--- src/rtl/inside_set_matcher.sv ---
`default_nettype none
// ============================================================================
// Module   : inside_set_matcher
// Purpose  : Sequential membership search over a DEPTH-entry table. Each
//            query scans one entry per cycle through a single comparator and
//            reports hit, lowest matching index and match count.
// Revision : 1.0 - initial release
// ============================================================================
module inside_set_matcher #(
  parameter int DEPTH = 16,
  parameter int WIDTH = 8,
  localparam int AW   = $clog2(DEPTH),
  localparam int CW   = AW + 1
) (
  input  logic             clk,
  input  logic             rst,
  input  logic             wr_en,
  input  logic [AW-1:0]    wr_addr,
  input  logic [WIDTH-1:0] wr_data,
  input  logic             clr,
  input  logic             q_valid,
  input  logic [WIDTH-1:0] q_key,
  output logic             q_ready,
  output logic             r_valid,
  input  logic             r_ready,
  output logic             r_hit,
  output logic [AW-1:0]    r_index,
  output logic [CW-1:0]    r_count,
  output logic             busy
);

  localparam logic [AW-1:0] LAST_IDX = AW'(DEPTH - 1);

  typedef enum logic [1:0] {
    S_IDLE = 2'd0,
    S_SCAN = 2'd1,
    S_DONE = 2'd2
  } state_t;

  state_t             state;
  state_t             state_n;
  logic [WIDTH-1:0]   mem [DEPTH];
  logic [DEPTH-1:0]   valid;
  logic [WIDTH-1:0]   key;
  logic [AW-1:0]      scan_idx;
  logic               match;
  logic               accept;

  // The one comparator: current scan entry against the latched key.
  assign match  = valid[scan_idx] && (mem[scan_idx] == key);
  assign accept = q_valid && q_ready;

  // Table contents have no reset; only the valid bits define occupancy.
  always_ff @(posedge clk) begin
    if (wr_en) begin
      mem[wr_addr] <= wr_data;
    end
  end

  // Valid bits: clr drops everything, a same-cycle write re-marks its entry.
  always_ff @(posedge clk or posedge rst) begin
    if (rst) begin
      valid <= '0;
    end else begin
      if (clr) begin
        valid <= '0;
      end
      if (wr_en) begin
        valid[wr_addr] <= 1'b1;
      end
    end
  end

  // FSM state register.
  always_ff @(posedge clk or posedge rst) begin
    if (rst) begin
      state <= S_IDLE;
    end else begin
      state <= state_n;
    end
  end

  // Next-state and handshake outputs.
  always_comb begin
    state_n = state;
    q_ready = 1'b0;
    r_valid = 1'b0;
    busy    = (state != S_IDLE);
    case (state)
      S_IDLE: begin
        q_ready = 1'b1;
        if (q_valid) begin
          state_n = S_SCAN;
        end
      end
      S_SCAN: begin
        if (scan_idx == LAST_IDX) begin
          state_n = S_DONE;
        end
      end
      S_DONE: begin
        r_valid = 1'b1;
        if (r_ready) begin
          state_n = S_IDLE;
        end
      end
      default: begin
        state_n = S_IDLE;
      end
    endcase
  end

  // Scan index, latched key and result accumulators.
  always_ff @(posedge clk or posedge rst) begin
    if (rst) begin
      key      <= '0;
      scan_idx <= '0;
      r_hit    <= 1'b0;
      r_index  <= '0;
      r_count  <= '0;
    end else begin
      case (state)
        S_IDLE: begin
          if (accept) begin
            key      <= q_key;
            scan_idx <= '0;
            r_hit    <= 1'b0;
            r_index  <= '0;
            r_count  <= '0;
          end
        end
        S_SCAN: begin
          if (match) begin
            r_count <= r_count + CW'(1);
            if (!r_hit) begin
              r_hit   <= 1'b1;
              r_index <= scan_idx;
            end
          end
          // Wraps to zero after the last entry, ready for the next query.
          scan_idx <= scan_idx + AW'(1);
        end
        default: begin
        end
      endcase
    end
  end

endmodule
`default_nettype wire

--- config.mk ---
export PLATFORM = sky130hd
export DESIGN_NAME = inside_set_matcher
export DESIGN_NICKNAME = d
export VERILOG_FILES = /design/src/rtl/inside_set_matcher.sv
export SDC_FILE = /design/constraint.sdc
export NUM_CORES = 1
export LEC_CHECK = 0
export ABC_AREA = 1
export ABC_CLOCK_PERIOD_IN_PS = 2800
export CAP_MARGIN = 10
export CORE_MARGIN = 4
export CORE_UTILIZATION = 62
export CTS_BUF_LIST = sky130_fd_sc_hd__clkbuf_8
export DETAILED_ROUTE_END_ITERATION = 6
export HOLD_SLACK_MARGIN = 0.1
export PLACE_DENSITY = 0.82
export SYNTH_ARGS = -nofsm -noshare
export SYNTH_HDL_FRONTEND = slang
export SYNTH_SLANG_ARGS = --single-unit
--- constraint.sdc ---
create_clock -name clk -period 2.8 [get_ports clk]
set_input_delay 0.84 -clock clk [delete_from_list [all_inputs] [get_ports clk]]
set_output_delay 0.84 -clock clk [all_outputs]
set_load 0.05 [all_outputs]
== After elaboration in Yosys (flattened, before gate mapping) ==
Memories as Yosys holds them, arrays and structs flattened.
Cells that the tools add are included.
Word-level totals
  bits in registers: 40
  bits in writable memories: 128
  bits of input ports: 26
  output and inout bits: 13
  memories kept: 1
Memories
  mem: words 16, bits a word 8, rd ports 1, clocked after Yosys merged registers in 0, write ports 1, RTL line 42  | logic [WIDTH-1:0] mem [DEPTH];
Cells by class
  add/sub/neg operators: 2
  order comparisons: 3
  equality and inequality tests: 10
  multiplexer cells: 25
  bitwise operators: 1
  reduce and logical (&&, ||, !) cells: 11
Operator list (count)
  $mux W16: 2
  $or A16 B16 Y16: 1
  $pmux W4 S2: 2
  $mux W4: 3
  $ne A2 B2 Y1 const B: 6
  $lt A4 B5 Y1 const B: 2
  $mux W5: 2
  $pmux W5 S2: 1
  $eq A8 B8 Y1: 1
  $mux W1: 8
  $mux W2: 3
  $pmux W2 S3: 1
  $reduce_and A3 Y1: 2
  $add A5 B1 Y5 const B: 1
  $add A4 B1 Y4 const B: 1
  $bmux W1 S4: 1
  $demux W1 S4: 1
  $eq A4 B4 Y1 const B: 1
  $ge A4 B1 Y1 const B: 1
  $reduce_and A2 Y1: 2
  $reduce_and A4 Y1: 1
  $reduce_bool A2 Y1: 2
  $logic_and A1 B1 Y1: 3
  $eq A2 B1 Y1 const B: 1
  3 further kinds: 3

== Depth between registers and ports, before layout ==
Gate-level depths: netlist of the first run.
  depth in word-level cells: 6
  mapped depth: 19
  gate-level depth less buffers: 16

== Worst setup path after synthesis of the first run ==
OpenSTA, ideal clock, no wires.
  kind: reg2out
  start point: register state[1]
  end point: output port busy
  arrival time: 1.562 ns
  path slack: 0.398 ns
  cell stages (with the launch flop): 3
  buffers on the path: 0
  cells stage by stage: dfrtp_1 nor2_1 inv_1
On the way
  word-level cells in the longest chain between the ends: 1
RTL lines
  start: declaration: RTL line 40  | state_t state;
  start signal: assignment: RTL line 79  | state <= state_n;
  $reduce_bool A2 Y1: RTL line 88  | busy = (state != S_IDLE);
  end: declaration: RTL line 29  | output logic busy
Every way passes these cells.

== Final worst setup path of the first run ==
  start point: register state[1]
  end point: output port q_ready
On the way
  word-level cells in the longest chain between the ends: 2
RTL lines
  $logic_not A2 Y1: RTL line 89  | case (state)
  $mux W1: RTL line 89
  end: declaration: RTL line 23  | output logic q_ready,
Every way passes these cells.

==> flow_summary.json, run 1 <==
{
  "p_per_area_mw_per_mm2": 890.2,
  "fin_worst_skew_ps": 11.04,
  "htreeDepth": 4,
  "fin_crit_sh_pct": 97.51,
  "drc": 0,
  "maxSlewHeadroom_pct": 52.36,
  "stdcell_area_mm2": 0.008346,
  "cts_tree": "done",
  "synth.distinct_cells": 27,
  "hold_violations": 0,
  "ctsHoldBuffers": 0,
  "wl_per_cell_um": 19.11,
  "grt_use_met3_pct": 7.513,
  "grt_pass1_wl_um": 27900,
  "dpl_cell_area_mm2": 0.007944,
  "grt_antenna_before_repair": 0,
  "hold_path.class": "reg -> reg",
  "cp-endpoint": "q_ready",
  "fin_crit_ps": 2730,
  "rsz0062_at_grt": "false",
  "syn_nets": 742,
  "drv_slew": 0,
  "die_w_um": 116.3,
  "ys_seq_area_share_pct": 66.61,
  "netlist_instances": 714,
  "clkTransAtPathRegs_ps": 90,
  "layout-drive-gt1-share_pct": 9.898,
  "reg2reg_setup_slack_ps": 220,
  "vdd_ir_drop_max_uv": 1093,
  "cts_resized": 0,
  "drtIter0Drc": 802,
  "syn_area_mm2": 0.007273,
  "p_leak_uw": 0.003512,
  "cts_root_buffer": "clkbuf_8",
  "grt_util_met2_pct": 44.81,
  "first_pass_iters": 5,
  "grt.total_usage_pct": 28.20,
  "finalSetupTns_ps": 0,
  "cts.path.max_buffers": 2,
  "coreArea_mm2": 0.01147,
  "syn2layout_area_growth_pct": 14.74,
  "worstPathRequired_ps": 1960,
  "start_util_pct": 63.43,
  "synth_top_flop_cell": "edfxtp_1",
  "detail-route-antenna-nets": 0,
  "met1_usage_pct": 36.84,
  "ios": 39,
  "place.gp.congestion": 0.9678,
  "grt.overflow.total": 0,
  "die_area_mm2": 0.01353,
  "synth_top_area_share_pct": 52.85,
  "clock.fmax_mhz": 366.3,
  "crit_path_start": "state[1]",
  "yosysTopAreaCell": "edfxtp_1",
  "portBuffers": 38,
  "yosysWarnings": 0,
  "fin_worst_hold_slack_ps": 478.1,
  "r2r_start": "scan_idx[0]",
  "worst_pin_slew_ps": 713.8,
  "first_global_vias": 5408,
  "via_per_inst": 5.835,
  "crit_path_end_kind": "output pin",
  "fp-row-count": 39,
  "critPathKind": "reg -> out",
  "diodes": 0,
  "postCtsSetupRepairBufs": 0,
  "n_fill_cell": 818,
  "wirelength_um": 17790,
  "status": "completed",
  "syn-mean-instance-area_um2": 10.19,
  "final-setup-viol-count": 0,
  "die_h_um": 116.3,
  "insertion_delay_ps": 480,
  "grt_max_degree": 83,
  "synth_edf_count": 128,
  "power_uw": 7429,
  "worst_setup_path_start_kind": "register",
  "r2r_end": "r_index[0]",
  "drv_cap": 0,
  "vias": 5432,
  "reg2reg_depth": 16,
  "cts_inserted_buffers": 17,
  "worst_ep_arrival_time_ps": 1890,
  "ys_async_sr_fraction_pct": 23.81,
  "busiest_layer": "met2",
  "hpwl_um": 11720,
  "synth-seq-cells": 168,
  "clock_sinks": 168,
  "crit_fanout": 3,
  "nets": 803,
  "ys_top_cells_by_area": "edfxtp_1 (53%), dfrtp_1 (14%), nand2_1 (10%), nand3_1 (6.6%), inv_1 (4.0%)"
}
registers in the layout, indices dropped and copies added (netlist names):
name,flops
mem,128
r_index,4
state,2
r_count,5
scan_idx,4
valid,16
r_hit,1
key,8
power breakdown:
| part | total, uW | internal, uW | switching [uW] | leakage (uW) |
|---|---|---|---|---|
| registers | 2950 | 2850 | 97.8 | 0.00169 |
| logic | 2740 | 874 | 1870 | 0.00162 |
| clock network | 1740 | 813 | 926 | 0.000205 |
| total | 7430 | 4530 | 2890 | 0.00351 |
per-layer routing:
metal  wire (um)  vias to the layer above
met3        1798                       59
met5           0                        -
met2        8507                      329
li1            -                     2495
met4         735                        0
met1        6749                     2549
synth_stat cells, types with 2 or more instances:
cell type and number:
a21oi_1 3, buf_2 13, buf_4 2, buf_6 6, clkbuf_1 11, dfrtp_1 40, edfxtp_1 128, ha_1 2
inv_1 78, inv_2 2, nand2_1 194, nand3_1 96, nor2_1 64, nor2_2 2, o211ai_1 7, o21ai_0 28
o21ai_1 6, o21ai_2 3, o22ai_1 18, or2_2 2, xnor2_1 2, xor2_1 2
per-stage QoR:
step / worst slack, ps / utilization [%] / std cells
final: 69.67 / 72.78 / 931
after global routing: 6.464 / 72.78 / 931
after CTS: 51.50 / 72.78 / 931
after detailed placement: 286.3 / 69.27 / 899
after global placement: 385.1 / 69.27 / 899
after floorplan: 397.6 / - / 714
cell usage in the layout (no fill, tap or decap):
| cell type | synthesis | final |
|---|---|---|
| ha_1 | 2 | 2 |
| nor4_1 | 1 | 1 |
| edfxtp_1 | 128 | 128 |
| a21oi_1 | 3 | 3 |
| nand2_1 | 194 | 194 |
| dfrtp_2 | 0 | 1 |
| clkinv_2 | 0 | 1 |
| inv_1 | 78 | 78 |
| clkinv_1 | 1 | 2 |
| xor2_1 | 2 | 2 |
| nand3_1 | 96 | 96 |
| or2_2 | 2 | 2 |
| nand3b_1 | 1 | 1 |
| inv_2 | 2 | 2 |
| o21ai_2 | 3 | 3 |
| dfrtp_1 | 40 | 39 |
| bufinv_16 | 0 | 2 |
| o211ai_1 | 7 | 7 |
| buf_12 | 0 | 2 |
| nor2_2 | 2 | 2 |
| clkbuf_8 | 0 | 17 |
| inv_6 | 0 | 5 |
| nor2_1 | 64 | 64 |
| o21bai_1 | 1 | 1 |
| inv_8 | 0 | 1 |
| o21ai_0 | 28 | 28 |
| o22ai_1 | 18 | 18 |
| o21ai_1 | 6 | 6 |
| clkinv_4 | 0 | 5 |
| xnor2_1 | 2 | 2 |
| clkdlybuf4s50_1 | 0 | 38 |
| buf_4 | 2 | 35 |
layout make-up:
class,count,area [um2],share of cell area [%]
inverter,81,304.0,3.643
timing repair buffer,75,683.2,8.186
multi-input combinational,432,1932,23.15
clock buffer,17,234.0,2.804
tap,143,178.9,2.144
sequential,168,4846,58.07
clock inverter,15,167.7,2.009
kinds of logic after synthesis:
family          after synthesis  share of synthesized area, %
compound gates               66                         5.281
xor+xnor                      4                        0.4818
fa+ha+maj                     2                        0.3440
buf+inv                     114                         6.829
flops                       168                         66.61
simple gates                360                         20.45
worst max-delay path: stages (launching register included):
cell	delay, ps
dfrtp_1	410
nor2_1	180
clkdlybuf4s50_1	830
worst min path at each step:
stage / start / end / depth (start not counted)
floorplan: key[7] / key[7] / 2
global placement: r_index[3] / r_index[3] / 2
detailed placement: r_index[2] / r_index[2] / 2
CTS: r_index[2] / r_index[2] / 2
global route: r_index[2] / r_index[2] / 2
finish: r_index[2] / r_index[2] / 2
Note: power is estimated with default switching activity, not from simulation.
==> run 2: changes to the inputs <==
- CORE_MARGIN: 4 -> 10
==> flow_summary.json, run 2 (synthesized netlist as in run 1, its figures left out) <==
{
  "die_h_um": 128.3,
  "drv_cap": 0,
  "p_per_area_mw_per_mm2": 885.6,
  "wirelength_um": 17400,
  "worst_ep_arrival_time_ps": 1830,
  "grt_pass1_wl_um": 26960,
  "p_leak_uw": 0.003526,
  "status": "completed",
  "r2r_start": "scan_idx[0]",
  "die_w_um": 128.3,
  "first_global_vias": 5270,
  "cts.path.max_buffers": 2,
  "multi_input_area_mm2": 0.001932,
  "portBuffers": 38,
  "worstPathCellList": "inv_1 > nand2_1 > inv_1 > clkdlybuf4s50_1",
  "diodes": 0,
  "ios": 39,
  "place.gp.congestion": 0.8863,
  "syn2layout_area_growth_pct": 14.86,
  "regArea_mm2": 0.004846,
  "clock.fmax_mhz": 374.0,
  "detail-route-antenna-nets": 0,
  "first_pass_iters": 5,
  "hold_violations": 0,
  "wl_met3_um": 1767,
  "clock_sinks": 168,
  "ctsHoldBuffers": 0,
  "worstPathRequired_ps": 1960,
  "fin_crit_ps": 2674,
  "reg2reg_depth": 14,
  "wl_met1_um": 6645,
  "cts_root_buffer": "clkbuf_8",
  "final_cell_mix": "nand2_1 (194), edfxtp_1 (128), nand3_1 (96)",
  "min_from": "r_index[0]",
  "fp-row-count": 39,
  "reg_top3": "mem x128, valid x16, key x8",
  "grt_antenna_before_repair": 0,
  "slowest_delay_ps": 790,
  "reg2reg_setup_slack_ps": 330,
  "final_common_cell": "nand2_1",
  "maxSlewHeadroom_pct": 52.01,
  "fin_worst_skew_ps": 12.89,
  "critPathKind": "reg -> out",
  "crit_fanout": 2,
  "wl_per_cell_um": 18.67,
  "r2r_end": "r_index[1]",
  "postCtsSetupRepairBufs": 0,
  "rsz0062_at_grt": "false",
  "via_per_inst": 5.766,
  "min_to": "r_index[0]",
  "nets": 804,
  "grt_max_degree": 83,
  "cpMaxStageDelayCell": "clkdlybuf4s50_1",
  "dr_wl_met2_um": 8322,
  "coreArea_mm2": 0.01147,
  "hold_path.class": "reg -> reg",
  "grt.overflow.total": 0,
  "crit_path_end_kind": "output pin",
  "htreeDepth": 4,
  "vias": 5374,
  "worst_setup_path_start_kind": "register",
  "cts_resized": 0,
  "start_util_pct": 63.43,
  "insertion_delay_ps": 460,
  "top_register": "mem",
  "drv_slew": 0,
  "worst_pin_slew_ps": 719.0,
  "grt.total_usage_pct": 21.44,
  "highest_layer": "met4",
  "cpMostUsedCell": "inv_1",
  "fin_crit_sh_pct": 95.48,
  "power_uw": 7399,
  "clkTransAtPathRegs_ps": 90,
  "die_area_mm2": 0.01646,
  "hold_depth": 2,
  "hpwl_um": 11390,
  "drtIter0Drc": 730,
  "vdd_ir_drop_max_uv": 783.5,
  "cts_inserted_buffers": 17,
  "layout-drive-gt1-share_pct": 9.886,
  "drc": 0,
  "final-setup-viol-count": 0,
  "largest_reg_flops": 128,
  "cts_tree": "done",
  "crit_path_start": "state[0]",
  "finalSetupTns_ps": 0,
  "n_fill_cell": 780
}
## run 2: per-stage QoR
stage	util (%)	cells	hold slack [ps]	setup slack, ps	instance area [um2]
detailed placement	69.45	900	463.1	270.2	7964
finish	72.85	932	480.4	126.4	8354
global placement	69.45	900	453.6	335.3	7964
global route	72.85	932	495.9	29.08	8354
floorplan	-	714	462.0	397.6	7273
CTS	72.81	932	482.8	26.86	8349
## run 2: worst max path at each step
stage | to | cells after the start | slack (ps)
after global placement | mem[8][1] | 5 | 340
after global routing | r_valid | 4 | 30
after CTS | q_ready | 2 | 30
after detailed placement | r_index[1] | 14 | 270
after floorplan | busy | 2 | 400
final | r_valid | 4 | 130
## run 2: final cells by class
class	instances	share of cell area, %
flip-flops and latches	168	58.01
repair buffers	76	8.447
clock inverters	15	1.812
clock buffers	17	2.801
well taps	143	2.142
inverters	81	3.669
multi-input cells	432	23.12
## run 2: critical path, delay by kind of cell, from the launching register on
kind	cells	cell delay (ps)
DFF	1	380
buffers and inverters	3	920
and+or+nand+nor	1	70
## run 2: layer usage
layer / vias to the layer above / track usage [%]
met1: 2506 / 26.59
li1: 2502 / -
met5: - / 0
met4: 0 / 11.59
met2: 314 / 34.43
met3: 52 / 4.673
## run 2: where the power goes
part / switching (uW) / internal [uW]
clock network: 889 / 793
registers: 94.5 / 2850
logic: 1900 / 877
==> run 3: changes to the inputs <==
--- a/config.mk
+++ b/config.mk
@@ -10,9 +10,8 @@
 export CAP_MARGIN = 10
 export CORE_MARGIN = 10
-export CORE_UTILIZATION = 62
-export CTS_BUF_LIST = sky130_fd_sc_hd__clkbuf_8
+export CORE_UTILIZATION = 60
 export DETAILED_ROUTE_END_ITERATION = 6
 export HOLD_SLACK_MARGIN = 0.1
-export PLACE_DENSITY = 0.82
+export PLACE_DENSITY = 0.8
 export SYNTH_ARGS = -nofsm -noshare
 export SYNTH_HDL_FRONTEND = slang
==> constraint.sdc (replaced) <==
create_clock -name clk -period 2.8 [get_ports clk]
set_input_delay 0.56 -clock clk [delete_from_list [all_inputs] [get_ports clk]]
set_output_delay 0.56 -clock clk [all_outputs]
set_load 0.05 [all_outputs]
==> flow_summary.json, run 3 (synthesized netlist as in run 1, its figures left out) <==
{
  "die_area_mm2": 0.01693,
  "portBuffers": 38,
  "finalSetupTns_ps": 0,
  "layout-drive-gt1-share_pct": 8.824,
  "nets": 797,
  "crit_fanout": 23,
  "cts_resized": 0,
  "fin_crit_sh_pct": 90.95,
  "coreArea_mm2": 0.01196,
  "first_global_vias": 5243,
  "p_per_area_mw_per_mm2": 930.9,
  "first_pass_iters": 5,
  "fin_crit_ps": 2546,
  "start_util_pct": 60.81,
  "cts_inserted_buffers": 17,
  "diodes": 0,
  "clock_sinks": 168,
  "top_register": "mem",
  "ios": 39,
  "die_w_um": 130.1,
  "die_h_um": 130.1,
  "htreeDepth": 4,
  "postCtsSetupRepairBufs": 0,
  "worst_ep_arrival_time_ps": 2910,
  "fin_worst_skew_ps": 5.607,
  "stdcell_area_mm2": 0.008486,
  "wl_met1_um": 6589,
  "largest_reg_flops": 128,
  "wl_met3_um": 1136,
  "drtIter0Drc": 703,
  "detail-route-antenna-nets": 0,
  "vdd_ir_drop_max_uv": 583.2,
  "min_from": "r_index[3]",
  "drv_slew": 0,
  "cts.path.max_buffers": 2,
  "highest_layer": "met4",
  "dr_wl_met2_um": 7903,
  "crit_path_end_kind": "register",
  "hold_path.class": "reg -> reg",
  "place.gp.congestion": 0.8730,
  "worstPathRequired_ps": 3160,
  "grt.overflow.total": 0,
  "cts_tree": "done",
  "p_leak_uw": 0.003558,
  "cts_root_buffer": "clkbuf_16",
  "clock.fmax_mhz": 392.7,
  "r2r_start": "scan_idx[0]",
  "dpl_cell_area_mm2": 0.007904,
  "n_fill_cell": 883,
  "grt_antenna_before_repair": 0,
  "status": "completed",
  "hold_violations": 0,
  "via_per_inst": 5.607,
  "wl_per_cell_um": 17.38,
  "fp-row-count": 40,
  "utilization_pct": 70.94,
  "rsz0062_at_grt": "false",
  "final-setup-viol-count": 0,
  "vias": 5209,
  "crit_path_start": "scan_idx[0]",
  "critPathKind": "reg -> reg",
  "reg_top3": "mem x128, valid x16, key x8",
  "insertion_delay_ps": 430,
  "clkTransAtPathRegs_ps": 60,
  "final_cell_mix": "nand2_1 (194), edfxtp_1 (128), nand3_1 (96)",
  "syn2layout_area_growth_pct": 16.67,
  "drv_cap": 0,
  "maxSlewHeadroom_pct": 54.44,
  "drc": 0,
  "worst_setup_path_start_kind": "register",
  "wirelength_um": 16150,
  "grt_max_degree": 83,
  "grt.total_usage_pct": 20.60,
  "worst_pin_slew_ps": 682.7,
  "final_common_cell": "nand2_1",
  "ctsHoldBuffers": 0,
  "grt_pass1_wl_um": 26560,
  "hpwl_um": 10440
}
-- run 3: final timing paths --
path / endpoint / slack (ps) / cells after the start
min in group asynchronous: valid[3] / 560 / 3
max reg2reg: r_index[0] / 250 / 16
max in group asynchronous: scan_idx[0] / 1860 / 3
min reg2reg: r_index[3] / 490 / 2
max: r_index[0] / 250 / 16
min: r_index[3] / 490 / 2
-- run 3: final cells by class --
class	instances	area (um2)	area share, %
multi-input cells	432	1932	22.77
repair buffers	69	638.1	7.520
clock inverters	6	62.56	0.7372
well taps	147	183.9	2.167
inverters	81	304.0	3.583
flip-flops and latches	168	4846	57.11
clock buffers	26	519.2	6.119
-- run 3: routing by layer --
metal  GRT usage, %  up-vias
met4          10.12        0
li1               -     2488
met3          5.152       35
met5              0        -
met2          33.56      197
met1          25.15     2489
-- run 3: where the power goes --
| group | total, uW | leakage, uW | internal (uW) | switching [uW] |
|---|---|---|---|---|
| registers | 2940 | 0.00169 | 2850 | 90.3 |
| logic | 2700 | 0.00159 | 887 | 1820 |
| clock network | 2250 | 0.000280 | 1360 | 889 |
-- run 3: stage by stage --
stage	hold WS (ps)	worst slack (ps)	std cells	total power, uW
2_1_floorplan	462.0	509.8	714	4925
3_3_place_gp	454.1	374.8	897	5602
3_5_place_dp	474.5	248.3	897	5666
4_1_cts	489.6	216.7	929	7921
5_1_grt	501.7	16.08	929	8363
6_report	488.2	253.5	929	7899
-- run 3: worst max-delay path: stages (launching register included) --
cell and delay (ps):
dfrtp_2 430, inv_2 330, buf_4 300, nor2_1 60
nor2_1 90, o21ai_0 90, nand3_1 90, nand3_1 150
nand2_1 110, nand2_1 50, nand2_1 70, nand3_1 120
nor2_2 160, inv_2 120, nor2_2 150, nand2_1 80
nand2_1 80
